File: src/rtl/tree_pkg.sv
`default_nettype none
// ============================================================================
// Module      : tree_pkg
// Description : Shared constants and encodings for the tree-level node RAM
//               arbiter.
// Revision    : 1.0 - initial release
// ============================================================================
package tree_pkg;

    localparam int PACKET_WIDTH = 104;
    localparam int NODE_WIDTH   = 40;
    localparam int ADDR_WIDTH   = 10;

    // NORMAL: lanes win over config; CFG_FORCE: one cycle reserved for config
    typedef enum logic {
        NORMAL    = 1'b0,
        CFG_FORCE = 1'b1
    } arb_state_t;

    // Which requester owns the RAM port this cycle
    typedef enum logic [1:0] {
        GNT_NONE = 2'd0,
        GNT_L1   = 2'd1,
        GNT_L2   = 2'd2,
        GNT_CFG  = 2'd3
    } grant_t;

endpackage : tree_pkg
`default_nettype wire

File: src/rtl/rr_arbiter2.sv
`default_nettype none
// ============================================================================
// Module      : rr_arbiter2
// Description : Two-way round-robin arbiter. rr_ptr records the lane served
//               last (0 = lane1, 1 = lane2); on a conflict the other lane wins.
// Revision    : 1.0 - initial release
// ============================================================================
module rr_arbiter2 (
    input  logic       clk,
    input  logic       RSTn,
    input  logic       req1,
    input  logic       req2,
    output logic [1:0] grant
);

    logic rr_ptr_q;
    logic rr_ptr_d;

    // One-hot grant; on conflict the lane not served last is picked
    always_comb begin
        grant    = 2'b00;
        rr_ptr_d = rr_ptr_q;
        if (req1 && req2) begin
            grant = rr_ptr_q ? 2'b01 : 2'b10;
        end else begin
            grant = {req2, req1};
        end
        if (grant[0]) begin
            rr_ptr_d = 1'b0;
        end else if (grant[1]) begin
            rr_ptr_d = 1'b1;
        end
    end

    // Pointer moves only when a lane is actually granted
    always_ff @(posedge clk or negedge RSTn) begin
        if (!RSTn) begin
            rr_ptr_q <= 1'b0;
        end else begin
            rr_ptr_q <= rr_ptr_d;
        end
    end

endmodule : rr_arbiter2
`default_nettype wire

File: src/rtl/tree_node_mem_arbiter.sv
`default_nettype none
// ============================================================================
// Module      : tree_node_mem_arbiter
// Description : Shares one single-port node RAM between two lookup lanes and a
//               configuration writer. Lanes are round-robin, config writes are
//               aged and forced after CFG_MAX_WAIT refused cycles. Read data is
//               aligned with the packet/match flag captured at grant.
//               Optional macro ARB_STATS_EN enables the lane-conflict counter.
// Revision    : 1.0 - initial release
// ============================================================================
module tree_node_mem_arbiter #(
    parameter int PACKET_WIDTH = tree_pkg::PACKET_WIDTH,
    parameter int NODE_WIDTH   = tree_pkg::NODE_WIDTH,
    parameter int ADDR_WIDTH   = tree_pkg::ADDR_WIDTH,
    parameter int CFG_MAX_WAIT = 8
) (
    input  logic                    clk,
    input  logic                    RSTn,
    input  logic                    req1,
    input  logic                    req2,
    input  logic [PACKET_WIDTH-1:0] packet_in1,
    input  logic [PACKET_WIDTH-1:0] packet_in2,
    input  logic [ADDR_WIDTH-1:0]   addr_in1,
    input  logic [ADDR_WIDTH-1:0]   addr_in2,
    input  logic                    matched_in1,
    input  logic                    matched_in2,
    output logic                    gnt1,
    output logic                    gnt2,
    input  logic                    cfg_wr_req,
    input  logic [ADDR_WIDTH-1:0]   cfg_addr,
    input  logic [NODE_WIDTH-1:0]   cfg_data,
    output logic                    cfg_wr_ack,
    output logic                    mem_en,
    output logic                    mem_we,
    output logic [ADDR_WIDTH-1:0]   mem_addr,
    output logic [NODE_WIDTH-1:0]   mem_wdata,
    input  logic [NODE_WIDTH-1:0]   mem_rdata,
    output logic [PACKET_WIDTH-1:0] packet_out1,
    output logic [PACKET_WIDTH-1:0] packet_out2,
    output logic                    data_valid_out1,
    output logic                    data_valid_out2,
    output logic [NODE_WIDTH-1:0]   node_out1,
    output logic [NODE_WIDTH-1:0]   node_out2,
    output logic                    matched_out1,
    output logic                    matched_out2,
    output logic [31:0]             conflict_cnt
);

    import tree_pkg::*;

    localparam int             WAIT_W   = (CFG_MAX_WAIT < 1) ? 1 : $clog2(CFG_MAX_WAIT + 1);
    localparam logic [WAIT_W-1:0] WAIT_MAX = WAIT_W'(CFG_MAX_WAIT);

    arb_state_t        state_q, state_d;
    logic [WAIT_W-1:0] cfg_wait_q, cfg_wait_d;
    logic [1:0]        lane_grant;
    logic              lane_req1, lane_req2;
    grant_t            sel;

    logic                    valid1_q, valid2_q;
    logic [PACKET_WIDTH-1:0] packet1_q, packet2_q;
    logic                    matched1_q, matched2_q;
    logic [NODE_WIDTH-1:0]   node1_q, node2_q;

    // Lanes are locked out while a config write is being forced
    assign lane_req1 = req1 && (state_q != CFG_FORCE);
    assign lane_req2 = req2 && (state_q != CFG_FORCE);

    rr_arbiter2 u_rr (
        .clk   (clk),
        .RSTn  (RSTn),
        .req1  (lane_req1),
        .req2  (lane_req2),
        .grant (lane_grant)
    );

    // Resolve the single RAM owner for this cycle
    always_comb begin
        sel = GNT_NONE;
        if (lane_grant[0]) begin
            sel = GNT_L1;
        end else if (lane_grant[1]) begin
            sel = GNT_L2;
        end else if (cfg_wr_req && ((state_q == CFG_FORCE) || (!req1 && !req2))) begin
            sel = GNT_CFG;
        end
    end

    assign gnt1       = (sel == GNT_L1);
    assign gnt2       = (sel == GNT_L2);
    assign cfg_wr_ack = (sel == GNT_CFG);
    assign mem_en     = gnt1 || gnt2 || cfg_wr_ack;
    assign mem_we     = cfg_wr_ack;
    assign mem_wdata  = cfg_wr_ack ? cfg_data : '0;

    // RAM address follows the granted requester, idle address is zero
    always_comb begin
        mem_addr = '0;
        case (sel)
            GNT_L1:  mem_addr = addr_in1;
            GNT_L2:  mem_addr = addr_in2;
            GNT_CFG: mem_addr = cfg_addr;
            default: mem_addr = '0;
        endcase
    end

    // Config aging: count refused cycles, force the write once the limit is hit
    always_comb begin
        state_d    = state_q;
        cfg_wait_d = cfg_wait_q;
        case (state_q)
            NORMAL: begin
                if (!cfg_wr_req || (sel == GNT_CFG)) begin
                    cfg_wait_d = '0;
                end else if (cfg_wait_q < WAIT_MAX) begin
                    cfg_wait_d = cfg_wait_q + WAIT_W'(1);
                end
                if (cfg_wait_d == WAIT_MAX) begin
                    state_d = CFG_FORCE;
                end
            end
            CFG_FORCE: begin
                state_d    = NORMAL;
                cfg_wait_d = '0;
            end
            default: begin
                state_d    = NORMAL;
                cfg_wait_d = '0;
            end
        endcase
    end

    // Arbitration state register
    always_ff @(posedge clk or negedge RSTn) begin
        if (!RSTn) begin
            state_q    <= NORMAL;
            cfg_wait_q <= '0;
        end else begin
            state_q    <= state_d;
            cfg_wait_q <= cfg_wait_d;
        end
    end

    // Per-lane output stage: capture at grant, latch node word while it is shown
    always_ff @(posedge clk or negedge RSTn) begin
        if (!RSTn) begin
            valid1_q   <= 1'b0;
            valid2_q   <= 1'b0;
            packet1_q  <= '0;
            packet2_q  <= '0;
            matched1_q <= 1'b0;
            matched2_q <= 1'b0;
            node1_q    <= '0;
            node2_q    <= '0;
        end else begin
            valid1_q <= gnt1;
            valid2_q <= gnt2;
            if (gnt1) begin
                packet1_q  <= packet_in1;
                matched1_q <= matched_in1;
            end
            if (gnt2) begin
                packet2_q  <= packet_in2;
                matched2_q <= matched_in2;
            end
            if (valid1_q) begin
                node1_q <= mem_rdata;
            end
            if (valid2_q) begin
                node2_q <= mem_rdata;
            end
        end
    end

    assign data_valid_out1 = valid1_q;
    assign data_valid_out2 = valid2_q;
    assign packet_out1     = packet1_q;
    assign packet_out2     = packet2_q;
    assign matched_out1    = matched1_q;
    assign matched_out2    = matched2_q;
    // RAM data arrives the cycle after grant; show it live then hold it
    assign node_out1       = valid1_q ? mem_rdata : node1_q;
    assign node_out2       = valid2_q ? mem_rdata : node2_q;

`ifdef ARB_STATS_EN
    logic [31:0] conflict_q;

    // Count every cycle in which both lanes contend
    always_ff @(posedge clk or negedge RSTn) begin
        if (!RSTn) begin
            conflict_q <= '0;
        end else if (req1 && req2) begin
            conflict_q <= conflict_q + 32'd1;
        end
    end

    assign conflict_cnt = conflict_q;
`else
    assign conflict_cnt = '0;
`endif

endmodule : tree_node_mem_arbiter
`default_nettype wire

File: config.mk
export PLATFORM = sky130hd
export DESIGN_NAME = tree_node_mem_arbiter
export DESIGN_NICKNAME = d
export VERILOG_FILES = /design/src/rtl/tree_pkg.sv /design/src/rtl/rr_arbiter2.sv /design/src/rtl/tree_node_mem_arbiter.sv
export SDC_FILE = /design/constraint.sdc
export NUM_CORES = 1
export LEC_CHECK = 0
export ABC_AREA = 0
export BUFFER_PORTS_ARGS = -buffer_cell sky130_fd_sc_hd__clkbuf_2
export CAP_MARGIN = 5
export CORE_AREA = 2 2 271 273
export CTS_CLUSTER_SIZE = 30
export DETAILED_ROUTE_END_ITERATION = 8
export DIE_AREA = 0 0 273 275
export GPL_TIMING_DRIVEN = 0
export PLACE_DENSITY = 0.35
export SLEW_MARGIN = 10
export SYNTH_ARGS = -nofsm -noshare
export SYNTH_HDL_FRONTEND = slang
export SYNTH_SLANG_ARGS = --single-unit
export TNS_END_PERCENT = 1
File: constraint.sdc
create_clock -name clk -period 3.1 [get_ports clk]
set_clock_uncertainty 0.15 [all_clocks]
set_input_delay 0 -clock clk [delete_from_list [all_inputs] [get_ports clk]]
set_output_delay 0 -clock clk [all_outputs]
set_load 0.02 [all_outputs]
* Word-level counts from Yosys, hierarchy flattened *
Index checks and enable logic that the tools add are counted.

storage, ports and cells
  input bits = 325
  flip-flop bits (word level) = 298
  output and inout bits = 379
  word-level logic and storage cells = 48

operators by class
  reduce and logical (&&, ||, !) cells = 13
  $add $sub $neg = 1
  $lt $le $gt $ge = 1
  bitwise operators = 1
  equality and inequality tests = 4
  muxes and demuxes = 17

operator list
  kind                   count
  $mux W40               3
  $pmux W10 S3           1
  $mux W4                3
  $mux W2                5
  $pmux W4 S2            1
  $logic_and A1 B1 Y1    5
  $add A4 B1 Y4 const B  1
  $eq A2 B2 Y1 const B   2
  $eq A4 B4 Y1 const B   1
  $logic_or A1 B1 Y1     4
  $lt A4 B4 Y1 const B   1
  $logic_not A1 Y1       3
  $mux W1                3
  $eq A2 B1 Y1 const B   1
  $pmux W1 S2            1
  $reduce_bool A2 Y1     1
  $not A1 Y1             1

* Logic depth before layout (Yosys ltp) *
Gate-level depths: netlist (run 1).

  word-level depth = 14
  depth in mapped cells = 5
  gate-level depth less buffers = 4

* Modules after synthesis *
Synthesis (run 1) repeated with hierarchy kept, for this count alone.

second synthesis, totals
  cells, all modules = 753
  area total of the unflattened synthesis = 11780.0 µm²

by module, submodules not included
  module                 cells each  instances  area each (µm²)  sequential area each (µm²)
  tree_node_mem_arbiter  747         1          11727.5          7432.1
  rr_arbiter2            6           1          52.6             25.0

* Worst setup path after synthesis (run 1) *
OpenSTA, ideal clock, no wires.

  kind = register to register
  start point = reg valid1_q (netlist: data_valid_out1)
  end point = reg node1_q[0]
  stages on the path, launching flop included = 3
  buffers on the path = 1
  arrival = 1.274 ns
  setup slack = 1.529 ns
  required time = 2.802 ns
  setup time = 0.148 ns
  clock period less this slack = 1.571 ns
  path through = dfrtp_1 buf_1 mux2_2

between the ends
  longest elaborated chain between the ends = 1

RTL lines
  what                      RTL line                      text
  start: declaration        tree_node_mem_arbiter.sv:60   logic valid1_q, valid2_q;
  start signal: assignment  tree_node_mem_arbiter.sv:156  valid1_q <= gnt1;
  $mux W40                  n/a
  named net node_out1[0]    tree_node_mem_arbiter.sv:42   output logic [NODE_WIDTH-1:0] node_out1,
  end signal: assignment    tree_node_mem_arbiter.sv:167  node1_q <= mem_rdata;
  end: declaration          tree_node_mem_arbiter.sv:63   logic [NODE_WIDTH-1:0] node1_q, node2_q;

The timed path passes the listed nets, and every way through them passes these cells.
A chain may end at the register's enable or synchronous reset.

* Worst setup path in the final report (run 1) *
  start point = reg state_q
  end point = out mem_wdata[20]

between the ends
  longest elaborated chain between the ends = 8
  elaborated cells on any way between the ends = 12
  those cells by class = 1 x eq/ne; 5 x mux; 1 x bitwise; 5 x reduce/logical

RTL lines
  what                                    RTL line                                                  text
  start: declaration                      tree_node_mem_arbiter.sv:54                               arb_state_t state_q, state_d;
  start signal: assignment                tree_node_mem_arbiter.sv:139                              state_q <= state_d;
  $not A1 Y1                              n/a
  $logic_and A1 B1 Y1 (on tied branches)  tree_node_mem_arbiter.sv:66, tree_node_mem_arbiter.sv:67
  $logic_and A1 B1 Y1                     rr_arbiter2.sv:23                                         if (req1 && req2) begin
  $mux W2                                 rr_arbiter2.sv:23
  $mux W2                                 tree_node_mem_arbiter.sv:82                               end else if (lane_grant[1]) begin
  $mux W2 (*)                             tree_node_mem_arbiter.sv:80                               if (lane_grant[0]) begin
  $eq A2 B2 Y1 (*)                        tree_node_mem_arbiter.sv:91                               assign cfg_wr_ack = (sel == GNT_CFG);
  $mux W40 (*)                            tree_node_mem_arbiter.sv:94                               assign mem_wdata = cfg_wr_ack ? cfg_data : '0;
  end: declaration                        tree_node_mem_arbiter.sv:36                               output logic [NODE_WIDTH-1:0] mem_wdata,

Every way passes the cells marked *; elsewhere a longest branch is shown, timed or not.

==> summary.md, run 1 <==
| Metric | Value |
|---|---|
| Reg clk slew, reported paths | about 60 ps |
| Vias/cell | 3.621 |
| CP max stage cell | clkbuf_1 |
| Nets | ~2100 |
| Crit path required time | roughly 3000 ps |
| Max Slew Vio Count | 0 |
| Final min period | between 2000 and 3000 ps |
| Post-synthesis cell type count | 29 |
| Design area | about 0.020 sq mm |
| Final hold vios | 0 |
| Clk sink count | ~300 |
| RSZ-0062 raised after global routing | false |
| Cts bufs inserted | 40 |
| CP Max Fanout | 10 |
| IO buf count | around 670 |
| Placed Cells incl. Taps | ~2400 |
| Setup Buffers After CTS | 0 |
| Setup violators final | 0 |
| Leading cell type in the layout, fill and taps excluded | clkbuf_2 |
| Setup ws final | around 550 ps |
| DP Area | roughly 0.017 sq mm |
| Max-Cap Viols | 0 |
| Syn-to-layout area delta | 73.54% |
| Detail Placement HPWL | about 35 mm |
| Cell accounting for the most synthesized area | dfrtp_1 |
| Htree depth | 2 |
| Power density cells | 622.6 mW/mm^2 |
| FP Rows | 99 |
| Total power | 0.01276 W |
| Largest stage delay, worst path | 490 ps |
| VDD IR max | approximately 0.00036 V |
| Commonest non-fill, non-tap cells in the layout | clkbuf_2, dfrtp_1, dlygate4sd3_1 |
| Post-synth top area share | 0.6314 |
| Die Span Y | 275 um |
| DRT Wirelength | between 40 and 50 mm |
| Top cell by count, worst path | clkbuf_1 |
| Non-Filler Instances | 2746 |
| Seq cells post-synth | 298 |
| P_leak | between 10 and 15 nW |
| Layout cells sized above 1 | 0.5529 |
| CTS tree | yes |
| Setup TNS | 0 ps |
| Pre-antenna DRT Iters | 4 |
| WP data arrival | about 2400 ps |
| Initial antenna violation count | 2 |
| Yosys warns | 0 |
| Core Footprint | just over 0.07 sq mm |
| Initial DRC Count | 313 |
| Worst path cell trace | o21bai_2 > clkbuf_1 > clkbuf_1 > and3_1 > clkbuf_2 |
| Total overflow reported by the global router | 0 |
| Pre-CTS WS | around 1100 ps |
| Die area | ~0.075 sq mm |
| Clock buffer depth | 3 |
| Reg area | approximately 0.0075 sq mm |
| Status | finished, final reports clean |
| CP Capture Type | output port |
| Critical path class | flop to output port |
| Tcrit/Tclk final | 0.8213 |
| Post-synthesis instance area | roughly 0.012 sq mm |
| Mapped Cells | ~750 |
| Top cells by area, synth | dfrtp_1, mux2_2, mux2_1 |
| Routed vias | about 9900 |
| Initial core utilization | 0.1633 |
| Final GP Congestion | between 0.7 and 0.8 |
| Number of routed nets with antenna violations | 0 |
| Drc violations | 0 |
| Clock Latency Late Sink | between 500 and 600 ps |
| Vias in the first global route | ~11000 |
| Mapped Avg Cell Area | about 16 sq um |
| Drt wl/cell | ~16 um |
| Die Span X | roughly 270 um |
| Fill cell instance count of the final layout | ~7600 |
| Worst Tran Pin Value | about 720 ps |
| Largest net degree at the start of global routing | slightly below 90 |
| Achievable Freq | around 390 MHz |
| I/O pins | 704 |
| Max-slew headroom | 0.5174 |
| Antenna fix cells | 0 |
| Hold Path Class | input pin to flop |
| Multi-input logic area | between 0.003 and 0.004 sq mm |
| First-pass GRT wire length | roughly 65 mm |
| GRT Util Overall | 0.1131 |
| Clock root cell | clkbuf_16 |
| Post-synthesis sequential area ratio | 0.6314 |
| Startpoint Class | flop |
[synth_stat cells, drive strengths merged]
library cell	n
buf	64
nand2	4
clkbuf	11
a31oi	1
ha	1
a21oi	1
conb	1
nor2	7
mux2i	1
and2b	2
nor2b	1
a221o	10
xnor2	1
nand2b	1
or2	1
mux2	290
dfrtp	298
nor4b	1
and3	51
o21bai	1
xor2	1
inv	4
and2	1
[worst paths after layout]
check,startpoint,to,slack (ps),cells after the start
worst max-delay path,state_q,mem_wdata[20],550,5
worst min-delay path,packet_in2[53],packet_out2[53],50,3
worst max register to register,u_rr.rr_ptr_q,packet_out1[78],1230,5
worst min register to register,packet_out1[60],packet_out1[60],340,1
max in group asynchronous,RSTn,packet_out2[4],1450,5
min in group asynchronous,RSTn,packet_out1[83],450,4
[stage by stage]
stage / util / hold slack [ps]
5_1_grt: 0.2833 / 24.01
4_1_cts: 0.2833 / 1.327
2_1_floorplan: - / -445.6
3_3_place_gp: 0.2279 / 64.15
6_report: 0.2833 / 50.75
3_5_place_dp: 0.2292 / -144.5
[power by group]
| part | total [W] | internal, W | switching, W |
|---|---|---|---|
| logic | 0.00327 | 0.00137 | 0.00190 |
| registers | 0.00479 | 0.00451 | 0.000274 |
| clock network | 0.00470 | 0.00288 | 0.00182 |
| total | 0.0128 | 0.00877 | 0.00399 |
[per-layer routing]
layer	wire, um	GRT usage	vias to the layer above
li1	-	-	4601
met4	1353	0.04242	2
met2	23640	0.2021	348
met3	2902	0.02610	77
met5	16	0	-
met1	17330	0.1312	4916
[logic make-up after synthesis]
kind of cell	synth area share
AOI/OAI and AO/OA	0.01038
xor gates and xnor gates	0.001483
adders and majority gates	0.001059
buffers and inverters	0.04301
DFF	0.6314
muxes	0.2773
other	0.0003175
and+or+nand+nor	0.03507
[sequential cells by signal, indices dropped and copies added, names as in the netlist]
name and cells:
node2_q 40, data_valid_out1 1, u_rr.rr_ptr_q 1, node1_q 40, cfg_wait_q 4, matched_out1 1, packet_out2 104, packet_out1 104
matched_out2 1, data_valid_out2 1, state_q 1
[final cells by class]
cell class | instances | share of cell area
clock buffers | 57 | 0.05732
inverters | 4 | 0.0007325
plain buffers | 75 | 0.02405
flip-flops and latches | 298 | 0.3638
multi-input cells | 408 | 0.1933
repair buffers | 930 | 0.2942
clock inverters | 15 | 0.008058
well taps | 959 | 0.05854
[worst max-delay path, delay by kind of cell, from the launching register on]
| kind | cells | cell delay, ps |
|---|---|---|
| simple gates | 1 | 250 |
| compound gates | 1 | 240 |
| buf+inv | 3 | 1020 |
| flops | 1 | 340 |
[repair_timing]
item	in CTS	in global routing
hold buffers	256	0
hold endpoints to repair	513	0
gates resized for setup	0	0
Note: power is estimated with default switching activity, not from simulation.
==> inputs of run 2 (changes only) <==
--- a/config.mk
+++ b/config.mk
@@ -5,13 +5,13 @@
 export SDC_FILE = /design/constraint.sdc
 export NUM_CORES = 1
 export LEC_CHECK = 0
-export ABC_AREA = 0
+export ABC_AREA = 1
 export BUFFER_PORTS_ARGS = -buffer_cell sky130_fd_sc_hd__clkbuf_2
 export CAP_MARGIN = 5
-export CORE_AREA = 2 2 271 273
+export CORE_AREA = 2 2 272 274
 export CTS_CLUSTER_SIZE = 30
 export DETAILED_ROUTE_END_ITERATION = 8
-export DIE_AREA = 0 0 273 275
+export DIE_AREA = 0 0 274 276
 export GPL_TIMING_DRIVEN = 0
 export PLACE_DENSITY = 0.35
 export SLEW_MARGIN = 10
==> constraint.sdc (replaced) <==
create_clock -name clk -period 2.6 [get_ports clk]
set_clock_uncertainty 0.15 [all_clocks]
set_input_delay 0 -clock clk [delete_from_list [all_inputs] [get_ports clk]]
set_output_delay 0 -clock clk [all_outputs]
set_load 0.02 [all_outputs]
==> summary.md, run 2 <==
| Metric | Value |
|---|---|
| GRT busiest layer | met2 |
| Nets | 2616 (+26%) |
| P_leak | 11.38 nW (+13%) |
| Crit path required time | 2450 ps (-500 ps) |
| Setup violators final | 0 (unchanged) |
| Layout cells sized above 1 | 0.3834 (-0.1695) |
| CP Capture Type | output port |
| Mapped Avg Cell Area | 9.417 sq um (-40%) |
| Worst Tran Pin Value | 752.1 ps (+28.26 ps) |
| Commonest non-fill, non-tap cells in the layout | clkbuf_2, nand2_1, dfrtp_1 |
| Hold slack | 50.49 ps (-0.2604 ps) |
| Syn-to-layout area delta | 74.98% |
| Initial core utilization | 0.1641 (+0.0008390) |
| Main flop type after synthesis | dfrtp_1 |
| Post-synthesis sequential area ratio | 0.6260 (-0.005371) |
| Initial DRC Count | 564 (+80%) |
| Max-slew headroom | 0.4986 (-0.01884) |
| First-pass GRT wire length | 76.74 mm (+18%) |
| Tcrit/Tclk final | 0.9358 |
| RSZ-0062 raised after global routing | false |
| Vias in the first global route | 12640 (+18%) |
| Clock Latency Late Sink | 540 ps (about the same) |
| Max Slew Vio Count | 0 (unchanged) |
| Reg clk slew, reported paths | 50 ps (about the same) |
| Critical path class | flop to output port |
| VDD IR max | 0.0003716 V (+2.7%) |
| Drc violations | 0 (unchanged) |
| Reg2reg end | packet_out1[53] |
| Pre-antenna DRT Iters | 4 (unchanged) |
| Final hold vios | 0 (unchanged) |
| Flop-to-flop setup slack | 570 ps (-660 ps) |
| Achievable Freq | around 400 MHz |
| Fill cell instance count of the final layout | 7942 (+4.9%) |
| Placed Cells incl. Taps | 2929 (+21%) |
| Non-Filler Instances | 3276 (+19%) |
| HP Start | packet_in2[4] |
| Met3 Usage GRT | 0.04360 (+0.01750) |
| EDFF count, synth | 0 (unchanged) |
| CP Max Fanout | 10 (unchanged) |
| Cells on worst reg2reg path | 8 (+3) |
| Cts bufs inserted | 39 (-2.5%) |
| Initial antenna violation count | 1 (-1) |
| CP Launch Point | data_valid_out1 |
| Vias/cell | 3.642 (+0.56%) |
| CTS tree | yes |
| Largest net degree at the start of global routing | 91 (+2.2%) |
| Setup ws final | 167.0 ps (-387.0 ps) |
| DRT Wirelength | 51.37 mm (+14%) |
| Clock root cell | clkbuf_16 |
| Yosys warns | 0 (unchanged) |
| FP Rows | 99 (unchanged) |
| Final min period | approximately 2400 ps |
| Max-Cap Viols | 0 (unchanged) |
| Htree depth | 2 (unchanged) |
| Post-synthesis cell type count | 17 (-41%) |
| Core Footprint | 0.07259 sq mm (+0.34%) |
| Total overflow reported by the global router | 0 (unchanged) |
| Fin util | 0.2872 (+0.003825) |
| Drt wl/cell | 15.68 um (-4.8%) |
| Ys async rst share | 1.000 (unchanged) |
| Top cells by count, synth | nand2_1, dfrtp_1, mux2_2 |
| WP data arrival | 2280 ps (-120 ps) |
| Mapped Cells | 1265 (+68%) |
| Pre-CTS WS | -31.43 ps (-1085 ps) |
| Seq cells post-synth | 298 (unchanged) |
| I/O pins | 704 (unchanged) |
| Grt met2 use | 0.2326 (+0.03047) |
| Post-synthesis instance area | 0.01191 sq mm (+0.86%) |
| Power density cells | 700.5 mW/mm^2 (+13%) |
| Clk sink count | 298 (unchanged) |
| Detail Placement HPWL | 40.39 mm (+14%) |
| IO buf count | 671 (unchanged) |
| Cell with the most instances after synthesis | nand2_1 |
| Startpoint Class | flop |
| Die area | 0.07562 sq mm (+0.73%) |
| Die Span Y | 276 um (+0.36%) |
| Final GP Congestion | 0.9771 (+27%) |
| Met1 usage | 0.1527 (+0.02148) |
| Cell accounting for the most synthesized area | dfrtp_1 |
| Hold Path Class | input pin to flop |
| Status | finished, final reports clean |
| Die Span X | 274 um (+0.37%) |
| Routed vias | 11930 (+20%) |
| GRT Util Overall | 0.1323 (+0.01919) |
| Clock buffer depth | 3 (unchanged) |
| Hold Crit Depth | 4 (+1) |
| Leading cell type in the layout, fill and taps excluded | clkbuf_2 |
| Post-synth top area share | 0.6260 (-0.005371) |
| Number of routed nets with antenna violations | 0 (unchanged) |
| Hold endpoint | packet_out2[4] |
| Top cells by area, synth | dfrtp_1, nand2_1, mux2_2 |
| Worst r2r src | state_q |
run 2: cell type report:
class,count,area (sq um),area share
Multi-Input combinational cell,852,3867,0.1855
Sequential cell,298,7457,0.3577
Timing Repair Buffer,953,6272,0.3009
Buffer,93,551.8,0.02647
Inverter,53,198.9,0.009544
Clock inverter,7,88.84,0.004262
Clock buffer,60,1206,0.05786
Tap cell,959,1200,0.05756
Antenna cell,1,2.502,0.0001200
run 2: through the flow:
step	power [W]	TNS [ps]	cell area, sq um
3_3_place_gp	0.008953	-1686030	16590
6_report	0.01460	0	20850
2_1_floorplan	0.007411	0	12030
3_5_place_dp	0.008982	-31.43	16680
4_1_cts	0.01494	0	20780
5_1_grt	0.01546	0	20840
run 2: worst max-delay path by stage:
stage	endpoint	slack (ps)	cells after the start
final	node_out1[5]	170	3
after global routing	node_out2[14]	20	3
after CTS	node_out1[5]	20	3
after detailed placement	mem_addr[6]	-30	7
after global placement	packet_out1[16]	-5710	1
after floorplan	node1_q[0]	1030	2
run 2: report_power, final:
part	leakage (nW)	total (W)	internal (W)	switching [W]
Clock	0.633	0.00540	0.00329	0.00211
Sequential	3.62	0.00559	0.00528	0.000314
Combinational	7.13	0.00361	0.00137	0.00224
run 2: critical path: stages (launching register included):
cell,delay (ps)
dfrtp_1,570
buf_1,540
mux2_2,460
clkbuf_2,170
run 2: cell families (layout without fill, tap and decap cells):
logic type,count (synthesis),in the layout,share of synthesized area
AND/OR/NAND/NOR,735,735,0.2343
other,1,33,0.0003148
AO/OA/AOI/OAI,4,4,0.003570
multiplexers,80,80,0.07562
buffers and inverters,146,1166,0.05913
adder cells (fa/ha/maj),1,1,0.001050
flip-flops,298,298,0.6260
run 2: layer usage:
layer | up-vias | share of wire
li1 | 5842 | -
met1 | 5566 | 0.40
met3 | 66 | 0.085
met4 | 2 | 0.022
met2 | 454 | 0.49
met5 | - | 0.00031
run 2: repair_timing:
action	4_1_cts	5_1_grt
hold endpoints to repair	505	0
hold buffers	274	0
buffers inserted	0	5
endpoints found under the setup margin	11	10
resized for setup	12	3
==> inputs of run 3 (changes only) <==
--- a/config.mk
+++ b/config.mk
@@ -8,10 +8,10 @@
 export ABC_AREA = 1
 export BUFFER_PORTS_ARGS = -buffer_cell sky130_fd_sc_hd__clkbuf_2
 export CAP_MARGIN = 5
-export CORE_AREA = 2 2 272 274
+export CORE_AREA = 4 4 274 276
 export CTS_CLUSTER_SIZE = 30
 export DETAILED_ROUTE_END_ITERATION = 8
-export DIE_AREA = 0 0 274 276
+export DIE_AREA = 0 0 278 280
 export GPL_TIMING_DRIVEN = 0
 export PLACE_DENSITY = 0.35
 export SLEW_MARGIN = 10
==> summary.md, run 3 (same netlist as run 2, synthesis figures left out) <==
| Metric | Value |
|---|---|
| Leading cell type in the layout, fill and taps excluded | clkbuf_2 |
| Max-slew headroom | 0.3848 (-0.1138) |
| I/O pins | 704 (unchanged) |
| Clk sink count | 298 (unchanged) |
| Setup violators final | 0 (unchanged) |
| Reg clk slew, reported paths | 50 ps (about the same) |
| Largest net degree at the start of global routing | 93 (+2.2%) |
| Number of routed nets with antenna violations | 0 (unchanged) |
| Initial antenna violation count | 3 (+2) |
| Die Span X | 278 um (+1.5%) |
| Die Span Y | 280 um (+1.4%) |
| Worst Tran Pin Value | 922.9 ps (+170.8 ps) |
| Worst path cell trace | buf_1 > mux2_2 > clkbuf_2 |
| Commonest non-fill, non-tap cells in the layout | clkbuf_2, nand2_1, dfrtp_1 |
| Startpoint Class | flop |
| Max-Cap Viols | 0 (unchanged) |
| Cts bufs inserted | 40 (+2.6%) |
| Clock buffer depth | 3 (unchanged) |
| CP Max Fanout | 10 (unchanged) |
| VDD IR max | 0.0004757 V (+28%) |
| CP max stage cell | dfrtp_1 |
| Status | finished, final reports clean |
| Layout cells sized above 1 | 0.3818 (-0.001625) |
| CTS tree | yes |
| WP buf/inv | 2 (unchanged) |
| Critical path class | flop to output port |
| Clock root cell | clkbuf_16 |
| Syn-to-layout area delta | 75.00% (about the same) |
| IO buf count | 671 (unchanged) |
| Non-Filler Instances | 3280 (+0.12%) |
| DP Area | 0.01668 sq mm (unchanged) |
| Tcrit/Tclk final | 0.9312 (-0.004628) |
| Setup ws final | 179.0 ps (+12.03 ps) |
| Design area | 0.02085 sq mm (about the same) |
| Core Footprint | 0.07259 sq mm (unchanged) |
| Detail Placement HPWL | 41.08 mm (+1.7%) |
| Die area | 0.07784 sq mm (+2.9%) |
| Drc violations | 0 (unchanged) |
| Vias in the first global route | 12720 (+0.66%) |
| Vias/cell | 3.631 (-0.28%) |
| Max Slew Vio Count | 0 (unchanged) |
| Largest stage delay, worst path | 560 ps (about the same) |
| Initial core utilization | 0.1641 (unchanged) |
| Nets | 2619 (+0.11%) |
| Final hold vios | 0 (unchanged) |
| First-pass GRT wire length | 78.06 mm (+1.7%) |
| WP data arrival | 2270 ps (about the same) |
| Crit path required time | 2450 ps (about the same) |
| RSZ-0062 raised after global routing | false |
| FP Rows | 99 (unchanged) |
| P_leak | 11.40 nW (about the same) |
| Placed Cells incl. Taps | 2929 (unchanged) |
| Flop-to-flop setup slack | 400 ps (-170 ps) |
| GRT Util Overall | 0.1292 (-0.003050) |
| Final min period | 2421 ps (-12.03 ps) |
| Power density cells | 708.7 mW/mm^2 (+1.2%) |
| Crit-path leading delay family | buffers and inverters |
| Total overflow reported by the global router | 0 (unchanged) |
| Initial DRC Count | 305 (-46%) |
| CP Capture Type | output port |
| Final GP Congestion | 0.8362 (-14%) |
| Drt wl/cell | 15.96 um (+1.8%) |
| Clock Latency Late Sink | 530 ps (about the same) |
| Achievable Freq | 413.1 MHz (+0.50%) |
| Pre-antenna DRT Iters | 4 (unchanged) |
| Hold Path Class | input pin to flop |
| Htree depth | 2 (unchanged) |
| Routed vias | 11910 (-0.16%) |
| Pre-CTS WS | -123.4 ps (-92.00 ps) |
| DRT Wirelength | 52.34 mm (+1.9%) |
==> run 3: final timing paths <==
kind / startpoint / cells past startpoint / to
worst max-delay path: data_valid_out2 / 3 / node_out2[4]
worst min-delay path: packet_in2[18] / 4 / packet_out2[18]
worst max register to register: u_rr.rr_ptr_q / 9 / packet_out1[63]
worst min register to register: packet_out1[28] / 2 / packet_out1[28]
max in group asynchronous: RSTn / 5 / packet_out1[50]
min in group asynchronous: RSTn / 4 / node2_q[18]
==> run 3: power breakdown <==
group / internal (W) / total (W) / switching [W]
Combinational: 0.00136 / 0.00361 / 0.00225
Clock: 0.00347 / 0.00557 / 0.00210
Sequential: 0.00528 / 0.00559 / 0.000310
==> run 3: timing repair <==
action                                  in CTS  in global routing
endpoints found under the setup margin      42                  0
hold buffers                               278                  0
hold endpoints to repair                   422                  0
setup buffers                                3                  0
gates resized for setup                      5                  0
==> run 3: per-layer routing <==
layer,part of all wire,global-route usage,up-vias
met3,0.077,0.03944,84
li1,-,-,5841
met5,0,0,-
met4,0.032,0.04471,0
met2,0.49,0.2233,454
met1,0.40,0.1529,5532
==> run 3: per-stage QoR <==
| stage | utilization | TNS [ps] | hold slack, ps | total power [W] |
|---|---|---|---|---|
| after floorplan | - | 0 | -445.6 | 0.007411 |
| after global placement | 0.2285 | -1700190 | 52.33 | 0.008966 |
| after detailed placement | 0.2298 | -908.2 | -222.1 | 0.008993 |
| after CTS | 0.2871 | 0 | 0.2277 | 0.01512 |
| after global routing | 0.2871 | 0 | 29.38 | 0.01560 |
| final | 0.2872 | 0 | 56.41 | 0.01477 |
==> run 3: final cells by class <==
| cell class | count | area, sq um |
|---|---|---|
| repair buffers | 955 | 6277 |
| plain buffers | 93 | 514.2 |
| clock buffers | 59 | 1204 |
| inverters | 53 | 198.9 |
| multi-input cells | 852 | 3867 |
| well taps | 959 | 1200 |
| flip-flops and latches | 298 | 7457 |
| clock inverters | 8 | 121.4 |
| fillers | 7900 | 51740 |
| diodes | 3 | 7.507 |
==> run 3: worst min-delay path, cell delays in order <==
cell,delay (ps)
dlygate4sd3_1,520
clkbuf_2,90
nand2_1,40
nand2_1,50
